`config.mk`:
```
export PLATFORM = sky130hd
export DESIGN_NAME = req_dispatch_flat
export DESIGN_NICKNAME = d
export VERILOG_FILES = /design/src/rtl/req_dispatch_pkg.sv /design/src/rtl/req_dispatch_if.sv /design/src/rtl/req_pend_reg.sv /design/src/rtl/req_dispatch.sv /design/src/flat_wrapper.sv
export SDC_FILE = /design/constraint.sdc
export NUM_CORES = 1
export LEC_CHECK = 0
export CAP_MARGIN = 10
export CORE_MARGIN = 3
export CORE_UTILIZATION = 49
export DETAILED_ROUTE_END_ITERATION = 16
export GPL_ROUTABILITY_DRIVEN = 0
export HOLD_SLACK_MARGIN = 0.15
export PLACE_DENSITY_LB_ADDON = 0.15
export SYNTH_ARGS = -nofsm -noshare
export SYNTH_HDL_FRONTEND = slang
export SYNTH_SLANG_ARGS = --single-unit
export TNS_END_PERCENT = 5
```
`constraint.sdc`:
```
create_clock -name clk -period 3 [get_ports clk]
set_input_delay 0.6 -clock clk [delete_from_list [all_inputs] [get_ports clk]]
set_output_delay 0.6 -clock clk [all_outputs]
set_load 0.02 [all_outputs]
```
`src/rtl/req_dispatch_pkg.sv`:
```
// Shared definitions for the request dispatcher: sizes, FSM encoding and the
// code-to-mask helper used to clear a pending bit once its grant is taken.
package req_dispatch_pkg;

   localparam int N_REQ  = 12;
   localparam int CODE_W = 4;
   localparam int CNT_W  = 8;

   typedef enum logic [1:0] {
      IDLE = 2'd0,
      GNT1 = 2'd1,
      GNT2 = 2'd2
   } state_t;

   localparam logic [CODE_W-1:0] CODE_NONE = '0;
   localparam logic [CODE_W-1:0] CODE_MAX  = CODE_W'(N_REQ);

   // A code k selects pending bit k-1; code 0 and codes above N_REQ select nothing.
   function automatic logic [N_REQ-1:0] code2onehot(input logic [CODE_W-1:0] code);
      logic [N_REQ-1:0] mask;
      mask = '0;
      for (int i = 0; i < N_REQ; i++) begin
         mask[i] = (int'(code) == i + 1);
      end
      return mask;
   endfunction

endpackage

```
`src/rtl/req_dispatch_if.sv`:
```
// Bundle of everything the dispatcher exchanges with its neighbours: request
// strobes in, pending vector out to the encoder, codes back, and the grant port.
interface req_dispatch_if;
   import req_dispatch_pkg::*;

   logic [N_REQ-1:0]  req_in;
   logic [N_REQ-1:0]  pend_o;
   logic [CODE_W-1:0] first_i;
   logic [CODE_W-1:0] second_i;
   logic              gnt_valid;
   logic [CODE_W-1:0] gnt_code;
   logic              gnt_ready;
   logic              busy;
   logic              code_err;
   logic [CNT_W-1:0]  gnt_cnt;

   modport master (
      input  req_in, first_i, second_i, gnt_ready,
      output pend_o, gnt_valid, gnt_code, busy, code_err, gnt_cnt
   );

   modport slave (
      output req_in, first_i, second_i, gnt_ready,
      input  pend_o, gnt_valid, gnt_code, busy, code_err, gnt_cnt
   );

endinterface

```
`src/rtl/req_pend_reg.sv`:
```
// Sticky pending vector. A set and a clear of the same bit in one cycle keeps
// the bit, so a request arriving as its previous grant is taken is not lost.
module req_pend_reg
   import req_dispatch_pkg::*;
(
   input  logic             clk,
   input  logic             reset,
   input  logic [N_REQ-1:0] i_set,
   input  logic [N_REQ-1:0] i_clr,
   output logic [N_REQ-1:0] o_pend
);

   logic [N_REQ-1:0] r_pend;

   // Clear accepted bits first, then OR in new requests so set has priority.
   always_ff @(posedge clk) begin
      if (reset) begin
         r_pend <= '0;
      end else begin
         r_pend <= (r_pend & ~i_clr) | i_set;
      end
   end

   assign o_pend = r_pend;

endmodule

```
`src/rtl/req_dispatch.sv`:
```
// Request dispatcher: feeds the pending vector to the dual priority encoder,
// snapshots its two codes and offers them as up to two grants per scan.
module req_dispatch
   import req_dispatch_pkg::*;
(
   input  logic           clk,
   input  logic           reset,
   req_dispatch_if.master bus
);

   state_t            r_state;
   logic [CODE_W-1:0] r_c2;
   logic [CODE_W-1:0] r_gntCode;
   logic              r_gntValid;
   logic              r_busy;
   logic              r_codeErr;
   logic [CNT_W-1:0]  r_gntCnt;

   logic              w_accept;
   logic              w_firstBad;
   logic              w_secondBad;
   logic [N_REQ-1:0]  w_clrMask;
   logic [N_REQ-1:0]  w_pend;

   assign w_accept    = r_gntValid & bus.gnt_ready;
   assign w_clrMask   = w_accept ? code2onehot(r_gntCode) : '0;
   assign w_firstBad  = (bus.first_i == CODE_NONE) || (bus.first_i > CODE_MAX);
   assign w_secondBad = (bus.second_i > CODE_MAX);

   req_pend_reg u_pend (
      .clk    (clk),
      .reset  (reset),
      .i_set  (bus.req_in),
      .i_clr  (w_clrMask),
      .o_pend (w_pend)
   );

   // Scan/grant sequencer; r_gntCode carries the first code through GNT1 and
   // is reloaded with the snapshotted second code on the way into GNT2.
   always_ff @(posedge clk) begin
      if (reset) begin
         r_state    <= IDLE;
         r_c2       <= CODE_NONE;
         r_gntCode  <= CODE_NONE;
         r_gntValid <= 1'b0;
         r_busy     <= 1'b0;
         r_codeErr  <= 1'b0;
      end else begin
         case (r_state)
            IDLE: begin
               if (w_pend != '0) begin
                  if (w_firstBad) begin
                     r_codeErr <= 1'b1;
                  end else begin
                     if (w_secondBad || (bus.second_i == bus.first_i)) begin
                        r_c2 <= CODE_NONE;
                     end else begin
                        r_c2 <= bus.second_i;
                     end
                     if (w_secondBad) begin
                        r_codeErr <= 1'b1;
                     end
                     r_state    <= GNT1;
                     r_gntCode  <= bus.first_i;
                     r_gntValid <= 1'b1;
                     r_busy     <= 1'b1;
                  end
               end
            end
            GNT1: begin
               if (bus.gnt_ready) begin
                  if (r_c2 != CODE_NONE) begin
                     r_state   <= GNT2;
                     r_gntCode <= r_c2;
                  end else begin
                     r_state    <= IDLE;
                     r_gntCode  <= CODE_NONE;
                     r_gntValid <= 1'b0;
                     r_busy     <= 1'b0;
                  end
               end
            end
            GNT2: begin
               if (bus.gnt_ready) begin
                  r_state    <= IDLE;
                  r_c2       <= CODE_NONE;
                  r_gntCode  <= CODE_NONE;
                  r_gntValid <= 1'b0;
                  r_busy     <= 1'b0;
               end
            end
            default: begin
               r_state    <= IDLE;
               r_gntCode  <= CODE_NONE;
               r_gntValid <= 1'b0;
               r_busy     <= 1'b0;
            end
         endcase
      end
   end

   // Count every accepted grant; wraps silently.
   always_ff @(posedge clk) begin
      if (reset) begin
         r_gntCnt <= '0;
      end else if (w_accept) begin
         r_gntCnt <= r_gntCnt + 1'b1;
      end
   end

   assign bus.pend_o    = w_pend;
   assign bus.gnt_valid = r_gntValid;
   assign bus.gnt_code  = r_gntCode;
   assign bus.busy      = r_busy;
   assign bus.code_err  = r_codeErr;
   assign bus.gnt_cnt   = r_gntCnt;

endmodule

```
`src/flat_wrapper.sv`:
```
// flat-port wrapper written by rule: the top's interface ports become plain ports
module req_dispatch_flat import req_dispatch_pkg::*;
  (clk, reset, bus_req_in, bus_first_i, bus_second_i, bus_gnt_ready, bus_pend_o, bus_gnt_valid, bus_gnt_code, bus_busy, bus_code_err, bus_gnt_cnt);
  req_dispatch_if bus_i ();
  input  logic clk;
  input  logic reset;
  input wire logic [$bits(bus_i.req_in)-1:0] bus_req_in;
  input wire logic [$bits(bus_i.first_i)-1:0] bus_first_i;
  input wire logic [$bits(bus_i.second_i)-1:0] bus_second_i;
  input wire logic [$bits(bus_i.gnt_ready)-1:0] bus_gnt_ready;
  output wire logic [$bits(bus_i.pend_o)-1:0] bus_pend_o;
  output wire logic [$bits(bus_i.gnt_valid)-1:0] bus_gnt_valid;
  output wire logic [$bits(bus_i.gnt_code)-1:0] bus_gnt_code;
  output wire logic [$bits(bus_i.busy)-1:0] bus_busy;
  output wire logic [$bits(bus_i.code_err)-1:0] bus_code_err;
  output wire logic [$bits(bus_i.gnt_cnt)-1:0] bus_gnt_cnt;
  assign bus_i.req_in = bus_req_in;
  assign bus_i.first_i = bus_first_i;
  assign bus_i.second_i = bus_second_i;
  assign bus_i.gnt_ready = bus_gnt_ready;
  assign bus_pend_o = bus_i.pend_o;
  assign bus_gnt_valid = bus_i.gnt_valid;
  assign bus_gnt_code = bus_i.gnt_code;
  assign bus_busy = bus_i.busy;
  assign bus_code_err = bus_i.code_err;
  assign bus_gnt_cnt = bus_i.gnt_cnt;
  req_dispatch u_core (.clk(clk), .reset(reset), .bus(bus_i));
endmodule
```
==> results of run 1 <==
## cells in the mapped netlist (all sizes together)
master   number  share of area, %
o211ai        3               1.8
nand2        18               4.4
nand3b        1              0.49
o22a          1               1.1
and3          2              0.81
xnor2         8               4.6
clkbuf        3              0.73
nand4         9               3.7
dfxtp        32                42
o21ai        12               3.9
a31oi         1              0.41
ha            1              0.81
nor3          3              0.98
nand4b        2               1.1
nand2b        5               2.0
inv           8               2.0
xor2          3               1.7
o21a          1              0.49
o2111ai       4               2.3
and2          1              0.41
buf           5               1.7
a21oi        17               5.5
nor4          4               1.6
or3           2              0.81
nor2         19               4.8
mux2i         4               2.6
or4           3               1.7
mux2          4               2.9
nor2b         1              0.41
nand3         7               2.6
## path summary, 6_finish.rpt
kind | start | to | slack [ps] | cells after the start
worst max-delay path | u_core.bus.gnt_code[0] | bus_gnt_code[0] | 900 | 1
worst min-delay path | u_core.bus.code_err | u_core.bus.code_err | 490 | 2
worst min register to register | u_core.bus.code_err | u_core.bus.code_err | 490 | 2
worst max register to register | u_core.u_pend.o_pend[10] | u_core.bus.gnt_code[3] | 1330 | 4
## cell families after synthesis
| logic type | Yosys count |
|---|---|
| AND/OR/NAND/NOR | 77 |
| AO/OA/AOI/OAI | 39 |
| flip-flops | 32 |
| buffers and inverters | 16 |
| XOR/XNOR | 11 |
| multiplexers | 8 |
| adder cells (fa/ha/maj) | 1 |
## area by class of cell
class | instances | share of cell area, %
flip-flops and latches | 32 | 30.3
inverters | 8 | 1.42
well taps | 42 | 2.49
repair buffers | 50 | 23.6
clock inverters | 2 | 0.474
multi-input cells | 136 | 39.3
clock buffers | 6 | 2.43
## state kept, by name, indices dropped and copies added (netlist names)
name,count
u_core.bus.gnt_code,4
u_core.bus.gnt_cnt,8
u_core.bus.gnt_valid,1
u_core.r_state,2
u_core.bus.code_err,1
u_core.r_c2,4
u_core.u_pend.o_pend,12
## per-stage QoR
stage | power (mW) | hold WS (ps) | setup WS (ps) | instance area (um^2)
after floorplan | 0.633 | 457 | 1360 | 1540
after global placement | 0.733 | 466 | 771 | 2050
after detailed placement | 0.741 | 470 | 706 | 2050
after CTS | 1.00 | 493 | 895 | 2110
after global routing | 1.06 | 538 | 796 | 2110
final | 1.00 | 488 | 901 | 2110
## per-layer routing
layer	part of all wire, %	GRT usage, %	up-vias
met2	49	36.7	67
met3	7.7	8.68	8
li1	-	-	756
met4	1.5	11.2	0
met1	41	29.6	739
met5	0	0	-
## report_power, final
part / switching (mW) / total, mW / internal (mW)
clock: 0.155 / 0.266 / 0.111
sequential: 0.0395 / 0.496 / 0.456
combinational: 0.118 / 0.238 / 0.120
total: 0.312 / 1.00 / 0.687
==> impl_metrics.ini, run 1 <==
[run_status]
outcome = finished, final reports clean

[clock_tree]
clkLatencyLatePin_ps = 340
h-tree-depth = 2
post-cts-setup-buffers = 0
numCtsBuffers = 5
cts-root-buf = clkbuf_4
cts.sink_count = 32
cts_resized = 0
postCtsHoldBufs = 0
clkSlewWorstSetupHoldPaths_ps = 100
cts_buffer_depth = 2
cts_tree = done

[synthesis]
seq_area_frac_synth_pct = 41.6
muxShareOfSynthArea_pct = 5.53
synth_xor_area_share_pct = 6.26
synth_compound_area_share_pct = 15.5
synth_cell_types = 37
netlist_area_um2 = 1540
synthCells = 184
yosys.area_share.simple_pct = 25.9
synth_warnings = 0
synth-seq-cells = 32
syn-mean-instance-area_um2 = 8.36
synthesis.nets = 208
synthAdderAreaFrac_pct = 0.813
synth_top_family_by_area = simple AND/OR/NAND/NOR gates

[sta]
worst_pin_slew_ps = 464
period_needed_ps = 2100
hold_viol = 0
setup_viol = 0
fin_worst_skew_ps = 6.97
maxSlewHeadroom_pct = 68.8
fin_tns_setup_ps = 0
rsz0062_at_grt = no
period_share_pct = 70.0
finalMaxSlewViolations = 0
fmax_mhz = 476

[layout]
register_area_um2 = 641
final_cell_mix = clkdlybuf4s50_1 (49), dfxtp_1 (32), nor2_1 (18), nand2_1 (18), a21oi_1 (17)
finalNetCount = 257
final_common_cell = clkdlybuf4s50_1
utilization_pct = 73.5
multi_input_area_um2 = 831
nFillCells = 244
area_growth_pct = 37.3
final_cell_count_no_fill = 276
n_antenna_cell = 0
drive_gt1_share_pct = 7.69

[global_route]
grt_antenna_before_repair = 0
grt_usage_pct = 23.9
grt.overflow.total = 0
grt_pass1_wl_mm = 6.74
grt_pass1_vias = 1510
grt_max_degree = 22

[worst_setup_path]
slowest_delay_ps = 660
worst_setup_path_start_kind = flop
crit_family = buffers and inverters
cp_max_fo = 10
worstSetupPathType = flop to primary output
critPathRequiredTime_ps = 2400
cp.arrival_ps = 1500
cpMaxStageDelayCell = clkdlybuf4s50_1
path_buf_inv = 1
worstPathCellList = clkdlybuf4s50_1
cp-end-kind = primary output

[floorplan]
io_pins = 50
core_area_um2 = 2880
rows = 19
initial_utilization_pct = 53.5
die_area_um2 = 3850
chipWidth_um = 62.0
chipHeight_um = 62.0

[route]
via_per_inst = 5.69
wirelength_mm = 4.15
dr.pass1.iters = 5
vias = 1570
drtAntennaViolNets = 0
drt_iter0_drc = 101
wl_per_cell_um = 15.1
route.detailed.drc = 0

[run]
timing.max_cap.violations = 0

[place]
placedCellCount = 268
portBuffers = 49
dp_hpwl_mm = 3.17

[power]
leakage_nw = 0.770
powerDensity_nw_per_um2 = 473
irDropWorstVdd_mv = 0.261

[worst_hold_path]
hold_class = flop to flop
(Power assumes the default switching activity.)
==> run 2, diff against run 1 <==
--- a/config.mk
+++ b/config.mk
@@ -7,7 +7,7 @@
 export LEC_CHECK = 0
 export CAP_MARGIN = 10
 export CORE_MARGIN = 3
-export CORE_UTILIZATION = 49
+export CORE_UTILIZATION = 45
 export DETAILED_ROUTE_END_ITERATION = 16
 export GPL_ROUTABILITY_DRIVEN = 0
 export HOLD_SLACK_MARGIN = 0.15
==> constraint.sdc (replaced) <==
create_clock -name clk -period 1.99 [get_ports clk]
set_input_delay 0.398 -clock clk [delete_from_list [all_inputs] [get_ports clk]]
set_output_delay 0.398 -clock clk [all_outputs]
set_load 0.02 [all_outputs]
==> impl_metrics.ini, run 2 (same netlist as run 1, synthesis figures left out) <==
[route]
wl_per_cell_um = 14.2
wirelength_mm = 4.03
drtAntennaViolNets = 0
drt_iter0_drc = 77
route.detailed.drc = 0
dr.pass1.iters = 4
via_per_inst = 5.50
vias = 1556

[worst_setup_path]
reg2reg_depth = 4
cp-end-kind = primary output
slowest_delay_ps = 660
ff2ff_setup_slack_ps = 350
cp_max_fo = 9
worst_setup_path_start_kind = flop
reg2reg_to = u_core.bus.gnt_code[1]
worstSetupPathType = flop to primary output
worstSetupStartpoint = u_core.bus.gnt_code[2]
worstPathCellList = clkdlybuf4s50_1
path_depth = 1
path_buf_inv = 1
reg2reg_from = u_core.u_pend.o_pend[7]
crit_family = buffers and inverters
cp.arrival_ps = 1460
critPathRequiredTime_ps = 1590
cpMaxStageDelayCell = clkdlybuf4s50_1

[power]
power.switching_mw = 0.451
seqPwrFrac_pct = 49.7
p_sw_share_pct = 30.2
p_int_mw = 1.04
p_clk_share_pct = 25.6
powerDensity_nw_per_um2 = 695
comb_power_share_pct = 24.7
leakage_nw = 0.794
irDropWorstVdd_mv = 0.378

[clock_tree]
cts.sink_count = 32
post-cts-setup-buffers = 0
clkSlewWorstSetupHoldPaths_ps = 90
postCtsHoldBufs = 0
h-tree-depth = 2
cts-root-buf = clkbuf_4
clkLatencyLatePin_ps = 330
numCtsBuffers = 5
cts_tree = done
cts_resized = 0
cts_buffer_depth = 2

[layout]
utilization_pct = 68.3
final_cell_mix = clkdlybuf4s50_1 (49), dfxtp_1 (32), nor2_1 (18), nand2_1 (18), a21oi_1 (17)
area_growth_pct = 39.9
n_antenna_cell = 0
nFillCells = 292
largest_reg_flops = 12
finalNetCount = 262
final_common_cell = clkdlybuf4s50_1
final_cell_count_no_fill = 283
drive_gt1_share_pct = 9.62

[sta]
whs_ps = 509
rsz0062_at_grt = no
period_share_pct = 93.3
setup_viol = 0
fin_worst_skew_ps = 11.5
worst_pin_slew_ps = 450
fmax_mhz = 539
maxSlewHeadroom_pct = 69.7
fin_tns_setup_ps = 0
period_needed_ps = 1860
hold_viol = 0
finalMaxSlewViolations = 0
worst_slack_ps = 134

[place]
placedCellCount = 275
dp_worst_setup_slack_ps = 19.2
portBuffers = 49
dp_hpwl_mm = 3.23

[worst_hold_path]
hold_end = u_core.bus.code_err
holdPathStages = 2
hp-start = u_core.bus.code_err
hold_class = flop to flop

[global_route]
grt_pass1_wl_mm = 6.56
grt_usage_pct = 20.2
grt_antenna_before_repair = 0
grt_max_degree = 13
grt.overflow.total = 0
grt_pass1_vias = 1435

[floorplan]
chipWidth_um = 64.5
core_area_um2 = 3150
chipHeight_um = 64.5
die_area_um2 = 4160
rows = 20
io_pins = 50
initial_utilization_pct = 48.8

[run_status]
outcome = finished, final reports clean

[run]
timing.max_cap.violations = 0
[run 2: worst reg2reg max path, delay by kind of cell, from the launching register on]
family	cells	cell delay, ps
muxes	1	190
and+or+nand+nor	2	820
AOI/OAI and AO/OA	1	220
DFF	1	340
[run 2: area by class of cell]
class	instances	area [um^2]	area share, %
inverters	8	30.0	1.39
multi-input cells	136	831	38.6
flip-flops and latches	32	641	29.8
well taps	44	55.1	2.56
repair buffers	55	536	24.9
clock buffers	6	51.3	2.38
clock inverters	2	10.0	0.465
[run 2: how the worst max path moves through the flow]
| stage | end | slack, ps |
|---|---|---|
| after floorplan | u_core.bus.gnt_code[0] | 550 |
| after global placement | u_core.bus.gnt_code[0] | 80 |
| after detailed placement | u_core.bus.gnt_code[1] | 20 |
| after CTS | bus_gnt_code[2] | 120 |
| after global routing | bus_gnt_valid | 50 |
| final | bus_gnt_code[2] | 130 |
[run 2: per-stage QoR]
step                      total power [mW]  instance area, um^2
after global placement                1.12                 2090
after global routing                  1.59                 2150
after floorplan                      0.955                 1540
after CTS                             1.51                 2150
after detailed placement              1.13                 2090
final                                 1.50                 2150
[run 2: power by group through the flow]
stage	sequential, mW	clock, mW	combinational, mW
after global routing	0.753	0.435	0.400
after detailed placement	0.758	0	0.369
after floorplan	0.785	0	0.170
after global placement	0.755	0	0.362
final	0.744	0.382	0.369
after CTS	0.743	0.395	0.370
[run 2: per-layer routing]
metal | up-vias | track usage [%] | wire [um]
met5 | - | 0 | 0
met3 | 12 | 6.07 | 274
li1 | 766 | - | -
met4 | 0 | 10.0 | 98
met1 | 719 | 23.3 | 1700
met2 | 59 | 33.8 | 1950
==> run 3, diff against run 2 <==
==> constraint.sdc (replaced) <==
create_clock -name clk -period 1.99 [get_ports clk]
set_input_delay 0.398 -clock clk [delete_from_list [all_inputs] [get_ports clk]]
set_output_delay 0.398 -clock clk [all_outputs]
set_load 0.1 [all_outputs]
==> impl_metrics.ini, run 3 (same netlist as run 1, synthesis figures left out) <==
[run_status]
outcome = finished, final reports clean

[power]
power.switching_mw = 0.687
p_int_mw = 1.06
powerDensity_nw_per_um2 = 818
comb_power_share_pct = 34.5
p_sw_share_pct = 39.4
total_power_mw = 1.74
irDropWorstVdd_mv = 0.377
seqPwrFrac_pct = 43.2
p_clk_share_pct = 22.4
leakage_nw = 0.837

[worst_hold_path]
holdPathStages = 2
hp-start = u_core.u_pend.o_pend[11]
hold_class = flop to flop
hold_end = u_core.u_pend.o_pend[11]

[global_route]
grt_pass1_wl_mm = 6.62
grt.overflow.total = 0
grt_pass1_vias = 1371
grt_antenna_before_repair = 0
grt_usage_pct = 20.1
grt_max_degree = 25

[worst_setup_path]
critPathRequiredTime_ps = 2250
ff2ff_setup_slack_ps = 350
worst_setup_path_start_kind = flop
cp_max_fo = 6
reg2reg_depth = 4
path_buf_inv = 0
cp.arrival_ps = 1900
cpMaxStageDelayCell = nor4_1
reg2reg_to = u_core.bus.gnt_code[0]
worstPathCellList = nor4_1, and3_1, o22a_4, mux2i_1
reg2reg_from = u_core.u_pend.o_pend[7]
crit_family = simple AND/OR/NAND/NOR gates
cp-end-kind = flop
worstSetupPathType = flop to flop
worstSetupStartpoint = u_core.u_pend.o_pend[7]
slowest_delay_ps = 470

[clock_tree]
cts_tree = done
cts.sink_count = 32
postCtsHoldBufs = 0
cts-root-buf = clkbuf_4
clkSlewWorstSetupHoldPaths_ps = 100
post-cts-setup-buffers = 0
h-tree-depth = 2
cts_buffer_depth = 2
numCtsBuffers = 5
cts_resized = 0
clkLatencyLatePin_ps = 330

[route]
wirelength_mm = 3.93
route.detailed.drc = 0
drt_iter0_drc = 138
vias = 1555
via_per_inst = 5.53
dr.pass1.iters = 4
wl_per_cell_um = 14.0
drtAntennaViolNets = 0

[layout]
finalNetCount = 260
final_common_cell = dfxtp_1
drive_gt1_share_pct = 19.8
area_growth_pct = 38.5
largest_reg_flops = 12
n_antenna_cell = 0
utilization_pct = 67.6
final_cell_mix = dfxtp_1 (31), buf_4 (26), clkdlybuf4s50_1 (22)

[sta]
fin_tns_setup_ps = 0
worst_pin_slew_ps = 477
fmax_mhz = 611
hold_viol = 0
maxSlewHeadroom_pct = 67.9
rsz0062_at_grt = no
period_needed_ps = 1640
fin_worst_skew_ps = 7.02
setup_viol = 0
finalMaxSlewViolations = 0
period_share_pct = 82.3
worst_slack_ps = 353

[floorplan]
core_area_um2 = 3150
rows = 20
chipWidth_um = 64.5
die_area_um2 = 4160
io_pins = 50
chipHeight_um = 64.5
initial_utilization_pct = 48.8

[place]
dp_worst_setup_slack_ps = 36.6
portBuffers = 49
dp_hpwl_mm = 3.01

[run]
timing.max_cap.violations = 0
## run 3: changes by cell type in the layout (fill, tap and decap cells not counted), sizes merged
cell           before  now
buf                 6   31
clkbuf              6    8
clkdlybuf4s50      49   22
clkinv              2    0
## run 3: per-layer routing
metal / track usage, % / share of wire (%) / vias up
li1: - / - / 765
met1: 25.2 / 44 / 728
met2: 32.6 / 48 / 55
met3: 6.41 / 6.4 / 7
met4: 7.12 / 1.5 / 0
met5: 0 / 0 / -
## run 3: cell type report
type,instances,area (um^2)
Timing Repair Buffer,53,515
Multi-Input combinational cell,136,831
Clock buffer,8,58.8
Fill cell,276,1020
Inverter,8,30.0
Tap cell,44,55.1
Sequential cell,32,642
## run 3: how the worst max path moves through the flow
stage / slack, ps / endpoint / cells past startpoint
6_report: 350 / u_core.bus.gnt_code[0] / 4
5_1_grt: 240 / u_core.bus.gnt_code[2] / 4
4_1_cts: 380 / u_core.bus.gnt_code[1] / 4
3_5_place_dp: 40 / u_core.bus.gnt_code[1] / 5
3_3_place_gp: 80 / u_core.bus.gnt_code[2] / 5
2_1_floorplan: 80 / u_core.bus.gnt_code[0] / 5
## run 3: worst register-to-register path, stage by stage, from the launching register on
cell	delay (ps)
dfxtp_1	330
nor4_1	470
and3_1	380
o22a_4	220
mux2i_1	180
## run 3: per-stage QoR
step	instances	hold slack, ps	cell area (um^2)
after detailed placement	273	488	2070
final	281	505	2130
after global placement	273	485	2070
after CTS	281	503	2130
after global routing	281	529	2130
after floorplan	184	457	1540
## run 3: power groups by stage
stage | Sequential, mW | Combinational (mW) | Clock, mW
floorplan | 0.996 | 0.187 | 0
global placement | 0.765 | 0.591 | 0
detailed placement | 0.767 | 0.599 | 0
CTS | 0.752 | 0.601 | 0.400
global route | 0.763 | 0.629 | 0.439
finish | 0.753 | 0.601 | 0.390
==> RTL change (config.mk and constraints of run 3) <==
Encoding of `state_t`: now one-hot (3 bits for 3 states).
--- a/src/rtl/req_dispatch_pkg.sv
+++ b/src/rtl/req_dispatch_pkg.sv
@@ -6,10 +6,10 @@
    localparam int CODE_W = 4;
    localparam int CNT_W  = 8;
 
-   typedef enum logic [1:0] {
-      IDLE = 2'd0,
-      GNT1 = 2'd1,
-      GNT2 = 2'd2
+   typedef enum logic [2:0] {
+      IDLE = 3'b001,
+      GNT1 = 3'b010,
+      GNT2 = 3'b100
    } state_t;
 
    localparam logic [CODE_W-1:0] CODE_NONE = '0;
Behaviour: no difference found for any inputs over 10 cycles, from zero or initial values and one cycle with reset high; not proved beyond that.
==> RTL change against run 3 <==
Final cell count is 3.6% higher. Fmax is 11% lower. Total power is 27% higher. Cell area is 4.5% higher. Routed wire length is 1.0% higher. Clock power is 3% lower. Sequential cell count is 1 higher. Setup slack worse by 0.21 ns. Synthesized area is 1.3% higher. Sequential share of layout area is 0.39 points lower. Non-clock buffer count is 12 higher. Combinational power is 64% higher.
==> RTL change: results (changes against run 3) <==
synth:
  synth-compound-area-share: 0.153  # was 0.155
  synthCells: 185  # was 184
  synth_adder_area_share: 0.00803  # was 0.00813
  syn-num-nets: 209  # was 208
  synth_area_leaders: "dfxtp_1 (42%), a21oi_1 (6.4%), xor2_1 (4.5%)"  # was dfxtp_1 (42%), a21oi_1 (5.5%), xnor2_1 (4.6%)
  synth_xor_area_frac: 0.0562  # was 0.0626
  yosysSeqAreaShare: 0.424  # was 0.416
  yosysWarnings: 0  # unchanged
timing:
  relSlewSlack: 0.661  # was 0.679
  clock_skew_ns: 0.00435  # was 0.00702 ns
cells_and_area:
  drive_gt1_frac: 0.231  # was 0.198
  nNetsFinal: 271  # was 260
  final.clkbuf_count: 7  # was 8
  seq_area_frac: 0.297  # was 0.301
  nMultiInputCombCells: 137  # was 136
  buffer_area_frac: 0.272  # was 0.242
  fill_cells: 254  # was 276
  n_all_inverters: 5  # was 8
  final_util: 0.701  # was 0.676
  syn2layout_area_growth_pct: 42.9  # was 38.5%
global_routing:
  met3_usage: 0.0572  # was 0.0641
  grt_max_degree: 13  # was 25
  grtUsageTotal: 0.199  # was 0.201
  grt_pass1_wl_um: 6640  # was 6620 um
  grt_use_met1: 0.233  # was 0.252
  met2_usage: 0.346  # was 0.326
routing:
  met1_length_um: 1710  # was 1720 um
  wl_met3_um: 247  # was 251 um
  wl_um: 3970  # was 3930 um
  routed-via-count: 1544  # was 1555
  drtIter0Drc: 96  # was 138
  wl_met2_um: 1990  # was 1900 um
  vias_per_cell: 5.31  # was 5.53
place:
  dpl_worst_slack_ns: -0.177  # was 0.0366 ns
  dpl_cell_area_um2: 2170  # was 2070 um2
  place_hpwl_um: 3120  # was 3010 um
setup_path:
  path_delay_family: "compound AO/OA/AOI/OAI gates"  # was simple AND/OR/NAND/NOR gates
  cp_slowest_cell: "clkdlybuf4s50_1"  # was nor4_1
cts:
  cts_sinks: 33  # was 32
power:
  power_frac_comb: 0.444  # was 0.345
  ir_drop_mv: 0.685  # was 0.377 mV
  powerDensity_nw_per_um2: 998  # was 818 nW/um2
  leakagePower_nw: 0.907  # was 0.837 nW
  internal_power_mw: 1.26  # was 1.06 mW
  seq-power_mw: 0.859  # was 0.753 mW
outcome:
  status: "complete, no violations"  # unchanged
job:
  maxCapViolCount: 0  # unchanged
-- RTL change: changes by cell type in the layout (fill, tap and decap cells not counted), moves of 4 or more --
| cell | before | now |
|---|---|---|
| nand2b_1 | 5 | 10 |
| a22oi_1 | 0 | 4 |
| or3_1 | 2 | 9 |
| xnor2_1 | 8 | 2 |
| buf_4 | 26 | 38 |
| xor2_1 | 3 | 8 |
| o2111ai_1 | 4 | 0 |
-- RTL change: worst paths after layout --
| kind | from | to | slack [ns] | depth (start not counted) |
|---|---|---|---|---|
| worst min-delay path | u_core.bus.gnt_cnt[7] | u_core.bus.gnt_cnt[7] | 0.50 | 2 |
| worst max-delay path | bus_first_i[1] | u_core.r_c2[2] | 0.15 | 6 |
| worst max register to register | u_core.u_pend.o_pend[10] | u_core.r_c2[1] | 0.16 | 5 |
| worst min register to register | u_core.bus.gnt_cnt[7] | u_core.bus.gnt_cnt[7] | 0.50 | 2 |
